<file path="src/rtl/iob_gpio_input_cond.sv">
`default_nettype none
// ============================================================================
// Module   : iob_gpio_input_cond
// Brief    : GPIO pad input conditioner. Two-flop synchroniser, per-bit
//            debounce with edge pulses, windowed rising-edge event counter.
// Revision : 1.0  initial release
// ============================================================================
module iob_gpio_input_cond #(
  parameter int GPIO_W = 32,
  parameter int DEB_W  = 8,
  parameter int CNT_W  = 16,
  parameter int SEL_W  = 5
) (
  input  logic              clk,
  input  logic              rst,
  input  logic [GPIO_W-1:0] gpio_raw_i,
  input  logic [DEB_W-1:0]  deb_len_i,
  input  logic              en_i,
  input  logic [CNT_W-1:0]  win_len_i,
  input  logic [SEL_W-1:0]  evt_sel_i,
  output logic [GPIO_W-1:0] gpio_clean_o,
  output logic [GPIO_W-1:0] gpio_rise_o,
  output logic [GPIO_W-1:0] gpio_fall_o,
  output logic [CNT_W-1:0]  evt_count_o,
  output logic              evt_ovf_o,
  output logic              evt_valid_o
);

  localparam logic [0:0] IDLE  = 1'b0;
  localparam logic [0:0] COUNT = 1'b1;

  logic [GPIO_W-1:0] sync1_q;
  logic [GPIO_W-1:0] sync2_q;
  logic [GPIO_W-1:0] clean_vec;
  logic [GPIO_W-1:0] rise_vec;
  logic [GPIO_W-1:0] fall_vec;

  always_ff @(posedge clk) begin
    if (rst) begin
      sync1_q <= '0;
      sync2_q <= '0;
    end else begin
      sync1_q <= gpio_raw_i;
      sync2_q <= sync1_q;
    end
  end

  generate
    for (genvar g = 0; g < GPIO_W; g++) begin : g_deb
      logic [DEB_W-1:0] cnt_q;
      logic [DEB_W-1:0] cnt_d;
      logic             clean_q;
      logic             clean_d;
      logic             rise_q;
      logic             rise_d;
      logic             fall_q;
      logic             fall_d;

      // >= rather than == so a lowered deb_len mid-count accepts promptly
      // instead of letting the counter wrap.
      always_comb begin
        cnt_d   = cnt_q;
        clean_d = clean_q;
        rise_d  = 1'b0;
        fall_d  = 1'b0;
        if (sync2_q[g] == clean_q) begin
          cnt_d = '0;
        end else if (cnt_q >= deb_len_i) begin
          cnt_d   = '0;
          clean_d = sync2_q[g];
          rise_d  = sync2_q[g];
          fall_d  = ~sync2_q[g];
        end else begin
          cnt_d = cnt_q + DEB_W'(1);
        end
      end

      always_ff @(posedge clk) begin
        if (rst) begin
          cnt_q   <= '0;
          clean_q <= 1'b0;
          rise_q  <= 1'b0;
          fall_q  <= 1'b0;
        end else begin
          cnt_q   <= cnt_d;
          clean_q <= clean_d;
          rise_q  <= rise_d;
          fall_q  <= fall_d;
        end
      end

      assign clean_vec[g] = clean_q;
      assign rise_vec[g]  = rise_q;
      assign fall_vec[g]  = fall_q;
    end
  endgenerate

  // Out-of-range selects never match any channel, so they count nothing.
  logic sel_rise;
  always_comb begin
    sel_rise = 1'b0;
    for (int i = 0; i < GPIO_W; i++) begin
      if (evt_sel_i == SEL_W'(i)) sel_rise = rise_vec[i];
    end
  end

  logic [0:0]       state_q;
  logic [0:0]       state_d;
  logic [CNT_W-1:0] win_q;
  logic [CNT_W-1:0] win_d;
  logic [CNT_W-1:0] acc_q;
  logic [CNT_W-1:0] acc_d;
  logic             ovf_acc_q;
  logic             ovf_acc_d;
  logic [CNT_W-1:0] count_q;
  logic [CNT_W-1:0] count_d;
  logic             ovf_q;
  logic             ovf_d;
  logic             valid_q;
  logic             valid_d;

  logic             acc_full;
  logic             sat_now;
  logic [CNT_W-1:0] acc_sum;
  logic             win_run;
  logic             win_last;

  assign acc_full = &acc_q;
  assign sat_now  = acc_full & sel_rise;
  assign acc_sum  = acc_full ? acc_q : acc_q + CNT_W'(sel_rise);
  assign win_run  = en_i && (win_len_i != '0);
  assign win_last = (win_q == win_len_i - CNT_W'(1));

  always_ff @(posedge clk) begin
    if (rst) state_q <= IDLE;
    else     state_q <= state_d;
  end

  always_comb begin
    state_d = state_q;
    case (state_q)
      IDLE:    if (win_run)  state_d = COUNT;
      COUNT:   if (!win_run) state_d = IDLE;
      default: state_d = IDLE;
    endcase
  end

  always_comb begin
    win_d     = win_q;
    acc_d     = acc_q;
    ovf_acc_d = ovf_acc_q;
    count_d   = count_q;
    ovf_d     = ovf_q;
    valid_d   = 1'b0;
    case (state_q)
      COUNT: begin
        if (!win_run) begin
          win_d     = '0;
          acc_d     = '0;
          ovf_acc_d = 1'b0;
        end else if (win_last) begin
          // Publish and restart in the same cycle: windows abut with no gap.
          count_d   = acc_sum;
          ovf_d     = ovf_acc_q | sat_now;
          valid_d   = 1'b1;
          win_d     = '0;
          acc_d     = '0;
          ovf_acc_d = 1'b0;
        end else begin
          win_d     = win_q + CNT_W'(1);
          acc_d     = acc_sum;
          ovf_acc_d = ovf_acc_q | sat_now;
        end
      end
      default: begin
        win_d     = '0;
        acc_d     = '0;
        ovf_acc_d = 1'b0;
      end
    endcase
  end

  always_ff @(posedge clk) begin
    if (rst) begin
      win_q     <= '0;
      acc_q     <= '0;
      ovf_acc_q <= 1'b0;
      count_q   <= '0;
      ovf_q     <= 1'b0;
      valid_q   <= 1'b0;
    end else begin
      win_q     <= win_d;
      acc_q     <= acc_d;
      ovf_acc_q <= ovf_acc_d;
      count_q   <= count_d;
      ovf_q     <= ovf_d;
      valid_q   <= valid_d;
    end
  end

  assign gpio_clean_o = clean_vec;
  assign gpio_rise_o  = rise_vec;
  assign gpio_fall_o  = fall_vec;
  assign evt_count_o  = count_q;
  assign evt_ovf_o    = ovf_q;
  assign evt_valid_o  = valid_q;

endmodule
`default_nettype wire
</file>
<file path="config.mk">
export PLATFORM = sky130hd
export DESIGN_NAME = iob_gpio_input_cond
export DESIGN_NICKNAME = d
export VERILOG_FILES = /design/src/rtl/iob_gpio_input_cond.sv
export SDC_FILE = /design/constraint.sdc
export NUM_CORES = 1
export LEC_CHECK = 0
export BUFFER_PORTS_ARGS = -buffer_cell sky130_fd_sc_hd__buf_2
export CAP_MARGIN = 40
export CORE_MARGIN = 10
export CORE_UTILIZATION = 61
export DETAILED_ROUTE_END_ITERATION = 6
export PLACE_DENSITY = 0.81
export SLEW_MARGIN = 20
export SYNTH_ARGS = -nofsm -noshare
export SYNTH_HDL_FRONTEND = slang
export SYNTH_SLANG_ARGS = --single-unit
export TNS_END_PERCENT = 10
</file>
<file path="constraint.sdc">
create_clock -name clk -period 5.72 [get_ports clk]
set_input_delay 0.572 -clock clk [delete_from_list [all_inputs] [get_ports clk]]
set_output_delay 0.572 -clock clk [all_outputs]
set_load 0.01 [all_outputs]
</file>
==> results of run 1 <==
-- per-layer routing --
| metal | wire length, um | global-route usage (%) | part of all wire, % |
|---|---|---|---|
| met1 | 24400 | 28.3 | 43 |
| met2 | 26900 | 39.0 | 47 |
| met3 | 3520 | 4.98 | 6.2 |
| met4 | 1980 | 9.58 | 3.5 |
| met5 | 0 | 0 | 0 |
-- cell type report --
cell class                 instances  share of cell area [%]
tap                              518                    2.43
timing repair buffer             192                    4.13
sequential                       468                    35.1
clock inverter                    20                   0.975
clock buffer                      66                    5.21
multi-input combinational       1947                    51.5
inverter                          50                   0.703
-- cell families after synthesis --
group,count (synthesis),synth area share (%)
AND/OR/NAND/NOR,1020,22.6
flip-flops,468,38.6
AO/OA/AOI/OAI,385,9.82
adder cells (fa/ha/maj),294,15.2
XOR/XNOR,238,8.60
buffers and inverters,195,4.72
multiplexers,10,0.428
-- power breakdown --
group	switching [W]	leakage [nW]	total (W)	internal (W)
logic	0.000226	6.86	0.000375	0.000149
clock network	0.00130	0.820	0.00327	0.00197
registers	0.0000200	3.78	0.00331	0.00329
total	0.00155	11.5	0.00695	0.00540
-- sequential cells by signal, indices dropped and copies added, names as in the netlist --
register,cells
g_deb.fall_q,32
g_deb.rise_q,32
acc_q,16
evt_count_o,16
evt_valid_o,1
g_deb.cnt_q,256
state_q,1
sync1_q,32
evt_ovf_o,1
ovf_acc_q,1
g_deb.clean_q,32
win_q,16
sync2_q,32
-- Yosys cell counts, drive strengths merged (3+ instances only) --
cell | instances | area [um2]
a211oi | 33 | 248
a21o | 64 | 480
a21oi | 94 | 470
a31oi | 16 | 100
and3 | 91 | 569
and3b | 3 | 26.3
and4 | 3 | 26.3
buf | 109 | 821
clkbuf | 36 | 135
dfxtp | 468 | 9370
ha | 294 | 3680
inv | 50 | 188
mux2 | 3 | 33.8
mux2i | 7 | 70.1
nand2 | 29 | 109
nand2b | 100 | 626
nand3 | 163 | 816
nand3b | 6 | 45.0
nand4 | 30 | 188
nor2 | 289 | 1080
nor2b | 73 | 457
nor3 | 100 | 500
nor3b | 16 | 190
nor4 | 7 | 73.8
o21a | 34 | 255
o21ai | 116 | 581
o22ai | 3 | 18.8
or2 | 56 | 350
or3 | 15 | 93.8
or3b | 33 | 289
xnor2 | 73 | 639
xor2 | 165 | 1450
-- critical path, delay by kind of cell, from the launching register on --
family                     cells  cell delay (ps)
and+or+nand+nor                8             1740
AOI/OAI and AO/OA              3              580
DFF                            1              450
xor gates and xnor gates       1              210
adders and majority gates      1              190
buffers and inverters          1               70
-- final timing paths --
| path | startpoint | end | slack (ps) | cells after the start |
|---|---|---|---|---|
| setup / recovery | g_deb[20].rise_q$_SDFF_PP0_ | evt_count_o[8]$_SDFFE_PP0P_ | 2350 | 14 |
| hold / removal | gpio_raw_i[18] | sync1_q[18]$_SDFF_PP0_ | 200 | 2 |
| setup reg to reg | g_deb[20].rise_q$_SDFF_PP0_ | evt_count_o[8]$_SDFFE_PP0P_ | 2350 | 14 |
| hold reg to reg | sync1_q[19]$_SDFF_PP0_ | sync2_q[19]$_SDFF_PP0_ | 430 | 1 |
-- stage by stage --
step           utilization [%]  total power [W]
3_3_place_gp              63.8          0.00372
2_1_floorplan                -          0.00361
6_report                  68.5          0.00695
5_1_grt                   68.5          0.00718
3_5_place_dp              64.2          0.00375
4_1_cts                   68.4          0.00699
==> flow_metrics.tcl, run 1 <==
set metrics [dict create \
    dp_hpwl_um 40000 \
    regArea_mm2 0.00937 \
    slew_viol_final 0 \
    ios 178 \
    mostFrequentLayoutCells "dfxtp_1, ha_1, nor2_1" \
    core_area_mm2 0.0390 \
    whs_ps 196 \
    nNetsFinal 3065 \
    std_cell_rows 72 \
    path_cells "inv_1 > a221oi_1 > nor3_1 > or3_1 > a21oi_1 > o21ai_0 > nand2_1 > ha_1 > nand2_1 > nor3_1 > nand3_1 > xor2_1 > nand4_1 > nor3b_2" \
    min_period_ps 3370 \
    ys_types 64 \
    ctsHoldBuffers 0 \
    synth_area_mm2 0.0243 \
    pre_cts_ws_ps 2040 \
    post_cts_buffers 0 \
    clkLatencyLatePin_ps 580 \
    leakagePower_nw 11.5 \
    grt_pass1_vias 18700 \
    cts_num_sinks 468 \
    hold_path.class "in -> reg" \
    maxCapViolCount 0 \
    place_area_mm2 0.0250 \
    antenna_cells 0 \
    cts_resized 0 \
    max_stage_delay_ps 520 \
    htree_levels 2 \
    first_pass_iters 5 \
    drive_gt1_share_pct 14.1 \
    end_kind "register" \
    antenna_found_initial 1 \
    grt_max_degree 115 \
    dp_cells 3174 \
    fin_ws_ps 2350 \
    critPathSlowestCell "nor3_1" \
    ir_drop_mv 0.186 \
    synthFlopType "dfxtp_1" \
    grt_pass1_wl_um 92500 \
    fin_cells 3261 \
    status "finished clean" \
    final_common_cell "dfxtp_1" \
    cts_tree "done" \
    synthArstFlopShare_pct 0 \
    yosys_warnings 0 \
    synthCells 2610 \
    fillers 2974 \
    wl_per_cell_um 17.4 \
    die_w_um 219 \
    drc_errors 0 \
    initial_core_util_pct 62.2 \
    worstSetupStartpointType "register" \
    cts-buffers-inserted 48 \
    critPathRequiredTime_ps 6160 \
    vias 18700 \
    ys_seq_area_share_pct 38.6 \
    crit_arrival_ps 3810 \
    crit_fanout 5 \
    cts.reportedPaths.clkPinSlew_ps 60 \
    track_usage_pct 23.2 \
    wirelength_um 56800 \
    syn_to_final_growth_pct 10.1 \
    io_buffers 177 \
    clock_skew_ps 12.7 \
    ctsRootBufferMaster "clkbuf_16" \
    grt-ovfl-total 0 \
    hold_viol_final 0 \
    design_area_mm2 0.0267 \
    clk_path_buf_depth 3 \
    max_freq_mhz 296 \
    synth_edf_count 0 \
    syn_avg_cell_area_um2 9.29 \
    relSlewSlack_pct 46.7 \
    tightest_slew_ps 793 \
    place.gp.congestion 0.916 \
    syn-num-nets 2968 \
    die_area_mm2 0.0481 \
    setup_viol 0 \
    die_h_um 219 \
    multi_input_area_mm2 0.0137 \
    setup_tns_ps 0 \
    first_iter_violations 1210 \
    power.density_mw_per_mm2 260 \
    synth_seq_cells 468 \
    ant_nets 0 \
    viasPerCell 5.73 \
    critical_path_class "reg -> reg" \
    fin_crit_sh_pct 59.0 \
    rsz0062_at_grt "false" \
]
Note: power is estimated with default switching activity, not from simulation.
==> run 2: changes to the inputs <==
==> constraint.sdc (replaced) <==
create_clock -name clk -period 3.4 [get_ports clk]
set_input_delay 0.34 -clock clk [delete_from_list [all_inputs] [get_ports clk]]
set_output_delay 0.34 -clock clk [all_outputs]
set_load 0.01 [all_outputs]
==> run 2 against run 1 <==
Cell area increased by 1.5%. Clock skew is 5.5 ps higher. Flip-flop and latch count did not move. Power rose by 68%. Die area is the same. Utilization up 1.0 points. Maximum frequency up 17%. Routed wire length rose by 0.59%. First-iteration DRC count shrank 8.7%.
==> flow_metrics.tcl, run 2 (same netlist as run 1, synthesis figures left out) <==
set metrics [dict create \
    nNetsFinal 3106 \
    grt_pass1_vias 18800 \
    top_register "g_deb.cnt_q" \
    ir_drop_mv 0.375 \
    clock_skew_ps 18.3 \
    leakagePower_nw 11.7 \
    maxCapViolCount 0 \
    drive_gt1_share_pct 14.5 \
    max_freq_mhz 346 \
    wirelength_um 57100 \
    ctsHoldBuffers 27 \
    htree_levels 2 \
    rsz0062_at_grt "false" \
    largest_reg_flops 256 \
    die_h_um 219 \
    path_cells "inv_1 > a221oi_1 > nor3_1 > or3_1 > a21oi_1 > o21ai_0 > nand2_1 > ha_1 > nand2_1 > nor3_1 > buf_4 > nand4_1 > xor2_1 > nand4_1 > nor3b_2" \
    cts-buffers-inserted 49 \
    path_delay_family "simple AND/OR/NAND/NOR gates" \
    fin_ws_ps 509 \
    viasPerCell 5.68 \
    tightest_slew_ps 866 \
    wl_per_cell_um 17.3 \
    max_stage_delay_ps 400 \
    first_pass_iters 5 \
    clk_path_buf_depth 3 \
    crit_fanout 5 \
    cts_num_sinks 468 \
    critical_path_class "reg -> reg" \
    critPathRequiredTime_ps 3860 \
    syn_to_final_growth_pct 11.7 \
    drc_errors 0 \
    pre_cts_ws_ps 251 \
    post_cts_buffers 0 \
    fin_cells 3308 \
    dp_cells 3188 \
    min_period_ps 2890 \
    place.gp.congestion 0.896 \
    clkLatencyLatePin_ps 590 \
    power.density_mw_per_mm2 430 \
    cts_tree "done" \
    critPathSlowestCell "or3_1" \
    relSlewSlack_pct 42.2 \
    slew_viol_final 0 \
    path_buf_inv 2 \
    setup_tns_ps 0 \
    die_area_mm2 0.0481 \
    hold_path.class "in -> reg" \
    die_w_um 219 \
    hold_viol_final 0 \
    grt_pass1_wl_um 93100 \
    initial_core_util_pct 62.2 \
    ctsRootBufferMaster "clkbuf_16" \
    antenna_found_initial 0 \
    place_area_mm2 0.0252 \
    worstHoldPathCells 2 \
    ant_nets 0 \
    crit_arrival_ps 3350 \
    worstSetupStartpointType "register" \
    fin_crit_sh_pct 85.0 \
    final_common_cell "dfxtp_1" \
    cts_resized 0 \
    end_kind "register" \
    grt_max_degree 89 \
    vias 18800 \
    reg2reg_depth 15 \
    dp_hpwl_um 40000 \
    core_area_mm2 0.0390 \
    grt-ovfl-total 0 \
    cts.reportedPaths.clkPinSlew_ps 60 \
    cp.depth 15 \
    design_area_mm2 0.0271 \
    final_util_pct 69.5 \
    mostFrequentLayoutCells "dfxtp_1, ha_1, nor2_1" \
    ios 178 \
    io_buffers 177 \
    first_iter_violations 1105 \
    setup_viol 0 \
    std_cell_rows 72 \
    status "finished clean" \
    track_usage_pct 23.4 \
]
run 2: report_power, final:
group / leakage [nW] / switching, W / internal, W / total [W]
combinational: 7.05 / 0.000388 / 0.000283 / 0.000671
sequential: 3.78 / 0.0000331 / 0.00553 / 0.00557
clock: 0.816 / 0.00220 / 0.00321 / 0.00541
run 2: final timing paths:
kind	slack (ps)	start	endpoint
setup reg to reg	510	g_deb[20].rise_q$_SDFF_PP0_	evt_count_o[12]$_SDFFE_PP0P_
hold reg to reg	430	sync1_q[27]$_SDFF_PP0_	sync2_q[27]$_SDFF_PP0_
setup / recovery	510	g_deb[20].rise_q$_SDFF_PP0_	evt_count_o[12]$_SDFFE_PP0P_
hold / removal	2	gpio_raw_i[20]	sync1_q[20]$_SDFF_PP0_
run 2: cell type report:
type / instances / area (um2)
fill: 2909 / 11900
multi-input combinational: 1947 / 13700
timing repair buffer: 232 / 1500
inverter: 50 / 188
sequential: 468 / 9370
clock buffer: 71 / 1460
tap: 518 / 648
antenna: 3 / 7.51
clock inverter: 19 / 179
run 2: layer usage:
metal | routed length [um] | up-vias | GRT usage, %
met4 | 1560 | 0 | 7.61
met5 | 0 | - | 0
met3 | 4000 | 102 | 5.21
li1 | - | 9358 | -
met2 | 27200 | 456 | 40.3
met1 | 24300 | 8884 | 28.4
run 2: stage by stage:
step	hold slack [ps]	total power, W
final	2.30	0.0116
after global routing	17.4	0.0120
after CTS	2.49	0.0117
after detailed placement	420	0.00632
after global placement	418	0.00629
after floorplan	414	0.00608
==> run 3: changes to the inputs <==
--- a/config.mk
+++ b/config.mk
@@ -8,9 +8,8 @@
 export BUFFER_PORTS_ARGS = -buffer_cell sky130_fd_sc_hd__buf_2
 export CAP_MARGIN = 40
 export CORE_MARGIN = 10
-export CORE_UTILIZATION = 61
+export CORE_UTILIZATION = 35
 export DETAILED_ROUTE_END_ITERATION = 6
-export PLACE_DENSITY = 0.81
 export SLEW_MARGIN = 20
 export SYNTH_ARGS = -nofsm -noshare
 export SYNTH_HDL_FRONTEND = slang
==> constraint.sdc (replaced) <==
create_clock -name clk -period 3 [get_ports clk]
set_input_delay 0.3 -clock clk [delete_from_list [all_inputs] [get_ports clk]]
set_output_delay 0.3 -clock clk [all_outputs]
set_load 0.01 [all_outputs]
==> run 3 against run 2 <==
Combinational power rose by 16%. Non-clock buffer count rose by 48. Clock-buffer cell count rose by 12. Critical path depth did not move. Largest cell class unchanged.
==> flow_metrics.tcl, run 3 (same netlist as run 1, synthesis figures left out) <==
set metrics [dict create \
    first_pass_iters 5 \
    critPathSlowestCell "or3_1" \
    nNetsFinal 3158 \
    tightest_slew_ps 746 \
    reg2reg_depth 15 \
    place.gp.congestion 0.821 \
    end_kind "register" \
    worstSetupStartpointType "register" \
    cts_tree "done" \
    path_cells "nand2b_1 > a221oi_2 > nor3_1 > or3_1 > a21oi_1 > o21ai_0 > nand2_2 > ha_1 > nand2_2 > nor3_2 > buf_4 > nand4_1 > xor2_1 > nand4_1 > nor3b_2" \
    wl_met2_um 25900 \
    die_w_um 283 \
    mostFrequentLayoutCells "dfxtp_1, ha_1, nor2_1" \
    wl_met3_um 3460 \
    multi_input_area_mm2 0.0138 \
    ant_nets 0 \
    crit_arrival_ps 3300 \
    setup_viol 0 \
    grt-ovfl-total 0 \
    htree_levels 2 \
    ir_drop_mv 0.424 \
    grt_pass1_vias 17700 \
    antenna_found_initial 4 \
    fillers 6842 \
    relSlewSlack_pct 49.8 \
    regArea_mm2 0.00937 \
    status "finished clean" \
    cts_num_sinks 468 \
    critical_path_class "reg -> reg" \
    clkLatencyLatePin_ps 600 \
    drive_gt1_share_pct 16.0 \
    hold_path.class "in -> reg" \
    drc_errors 0 \
    core_area_mm2 0.0686 \
    cts.reportedPaths.clkPinSlew_ps 60 \
    rsz0062_at_grt "false" \
    met1_length_um 29100 \
    r2r_start "g_deb[17].rise_q$_SDFF_PP0_" \
    hold_viol_final 0 \
    dr.max_layer_used "met5" \
    viasPerCell 4.81 \
    slew_viol_final 0 \
    maxCapViolCount 0 \
    fin_ws_ps 184 \
    post_cts_buffers 0 \
    clock_skew_ps 24.5 \
    r2r-end "evt_count_o[12]$_SDFFE_PP0P_" \
    grt_pass1_wl_um 96400 \
    path_delay_family "simple AND/OR/NAND/NOR gates" \
    path_buf_inv 1 \
    std_cell_rows 96 \
    clk_path_buf_depth 3 \
    worstHoldPathCells 2 \
    wirelength_um 59900 \
    ios 178 \
    vias 18200 \
    max_freq_mhz 355 \
    power.density_mw_per_mm2 491 \
    initial_core_util_pct 35.4 \
    grt_max_degree 68 \
    largest_reg_flops 256 \
    fin_crit_sh_pct 93.9 \
    dp_hpwl_um 41500 \
    fin_cells 3777 \
    dp_cells 3644 \
    track_usage_pct 14.7 \
    leakagePower_nw 12.0 \
    syn_to_final_growth_pct 16.3 \
    cts-buffers-inserted 53 \
    first_iter_violations 984 \
    wl_per_cell_um 15.9 \
    crit_fanout 3 \
    min_from "gpio_raw_i[30]" \
    pre_cts_ws_ps -212 \
    min_to "sync1_q[30]$_SDFF_PP0_" \
    min_period_ps 2820 \
    top_register "g_deb.cnt_q" \
    io_buffers 177 \
    max_stage_delay_ps 380 \
    critPathRequiredTime_ps 3490 \
    rrSetupSlack_ps 180 \
    ctsRootBufferMaster "clkbuf_16" \
    final_common_cell "dfxtp_1" \
    die_h_um 283 \
    die_area_mm2 0.0802 \
    cp.depth 15 \
]
[run 3: how the worst max path moves through the flow]
stage | startpoint | endpoint | slack (ps)
after floorplan | evt_sel_i[1] | evt_count_o[12]$_SDFFE_PP0P_ | 100
after global placement | evt_sel_i[1] | evt_count_o[12]$_SDFFE_PP0P_ | -210
after detailed placement | evt_sel_i[1] | evt_count_o[8]$_SDFFE_PP0P_ | -210
after CTS | g_deb[20].rise_q$_SDFF_PP0_ | evt_count_o[12]$_SDFFE_PP0P_ | 2
after global routing | g_deb[17].rise_q$_SDFF_PP0_ | evt_count_o[12]$_SDFFE_PP0P_ | 20
final | g_deb[17].rise_q$_SDFF_PP0_ | evt_count_o[12]$_SDFFE_PP0P_ | 180
[run 3: power breakdown]
group	total (W)	internal, W	switching, W	leakage [nW]
combinational	0.000778	0.000333	0.000445	7.30
clock	0.00677	0.00411	0.00267	0.900
sequential	0.00631	0.00627	0.0000375	3.79
total	0.0139	0.0107	0.00315	12.0
[run 3: cell type report]
cell class	count	area share (%)
Inverter	50	0.665
Antenna cell	2	0.0177
Sequential cell	468	33.2
Tap cell	931	4.13
Timing Repair Buffer	280	6.68
Multi-Input combinational cell	1947	48.8
Clock inverter	16	0.763
Clock buffer	83	5.71
[run 3: stage by stage]
stage	setup TNS, ps	hold WS, ps	cell area, um2	power (W)	utilization [%]
4_1_cts	0	14.4	28200	0.0141	41.1
2_1_floorplan	0	414	24300	0.00689	-
5_1_grt	0	29.4	28200	0.0144	41.1
3_5_place_dp	-1450	426	26000	0.00720	38.0
6_report	0	47.4	28200	0.0139	41.1
3_3_place_gp	-1210	417	26000	0.00719	38.0
[run 3: worst register-to-register path, cell delays in order, from the launching register on]
cell and delay, ps:
dfxtp_2 330, nand2b_1 70, a221oi_2 240, nor3_1 80, or3_1 380, a21oi_1 120, o21ai_0 110, nand2_2 160
ha_1 190, nand2_2 70, nor3_2 200, buf_4 160, nand4_1 110, xor2_1 220, nand4_1 110, nor3b_2 170
[run 3: what timing repair did]
action | CTS | global route
endpoints found under the hold margin | 32 | 0
resized for setup | 0 | 7
setup endpoints to repair | 0 | 10
hold buffers | 32 | 0
[run 3: layer usage]
metal | vias up | GRT usage, %
met5 | - | 0
met3 | 85 | 3.81
met1 | 8358 | 19.8
met2 | 277 | 23.0
met4 | 2 | 3.99
li1 | 9455 | -
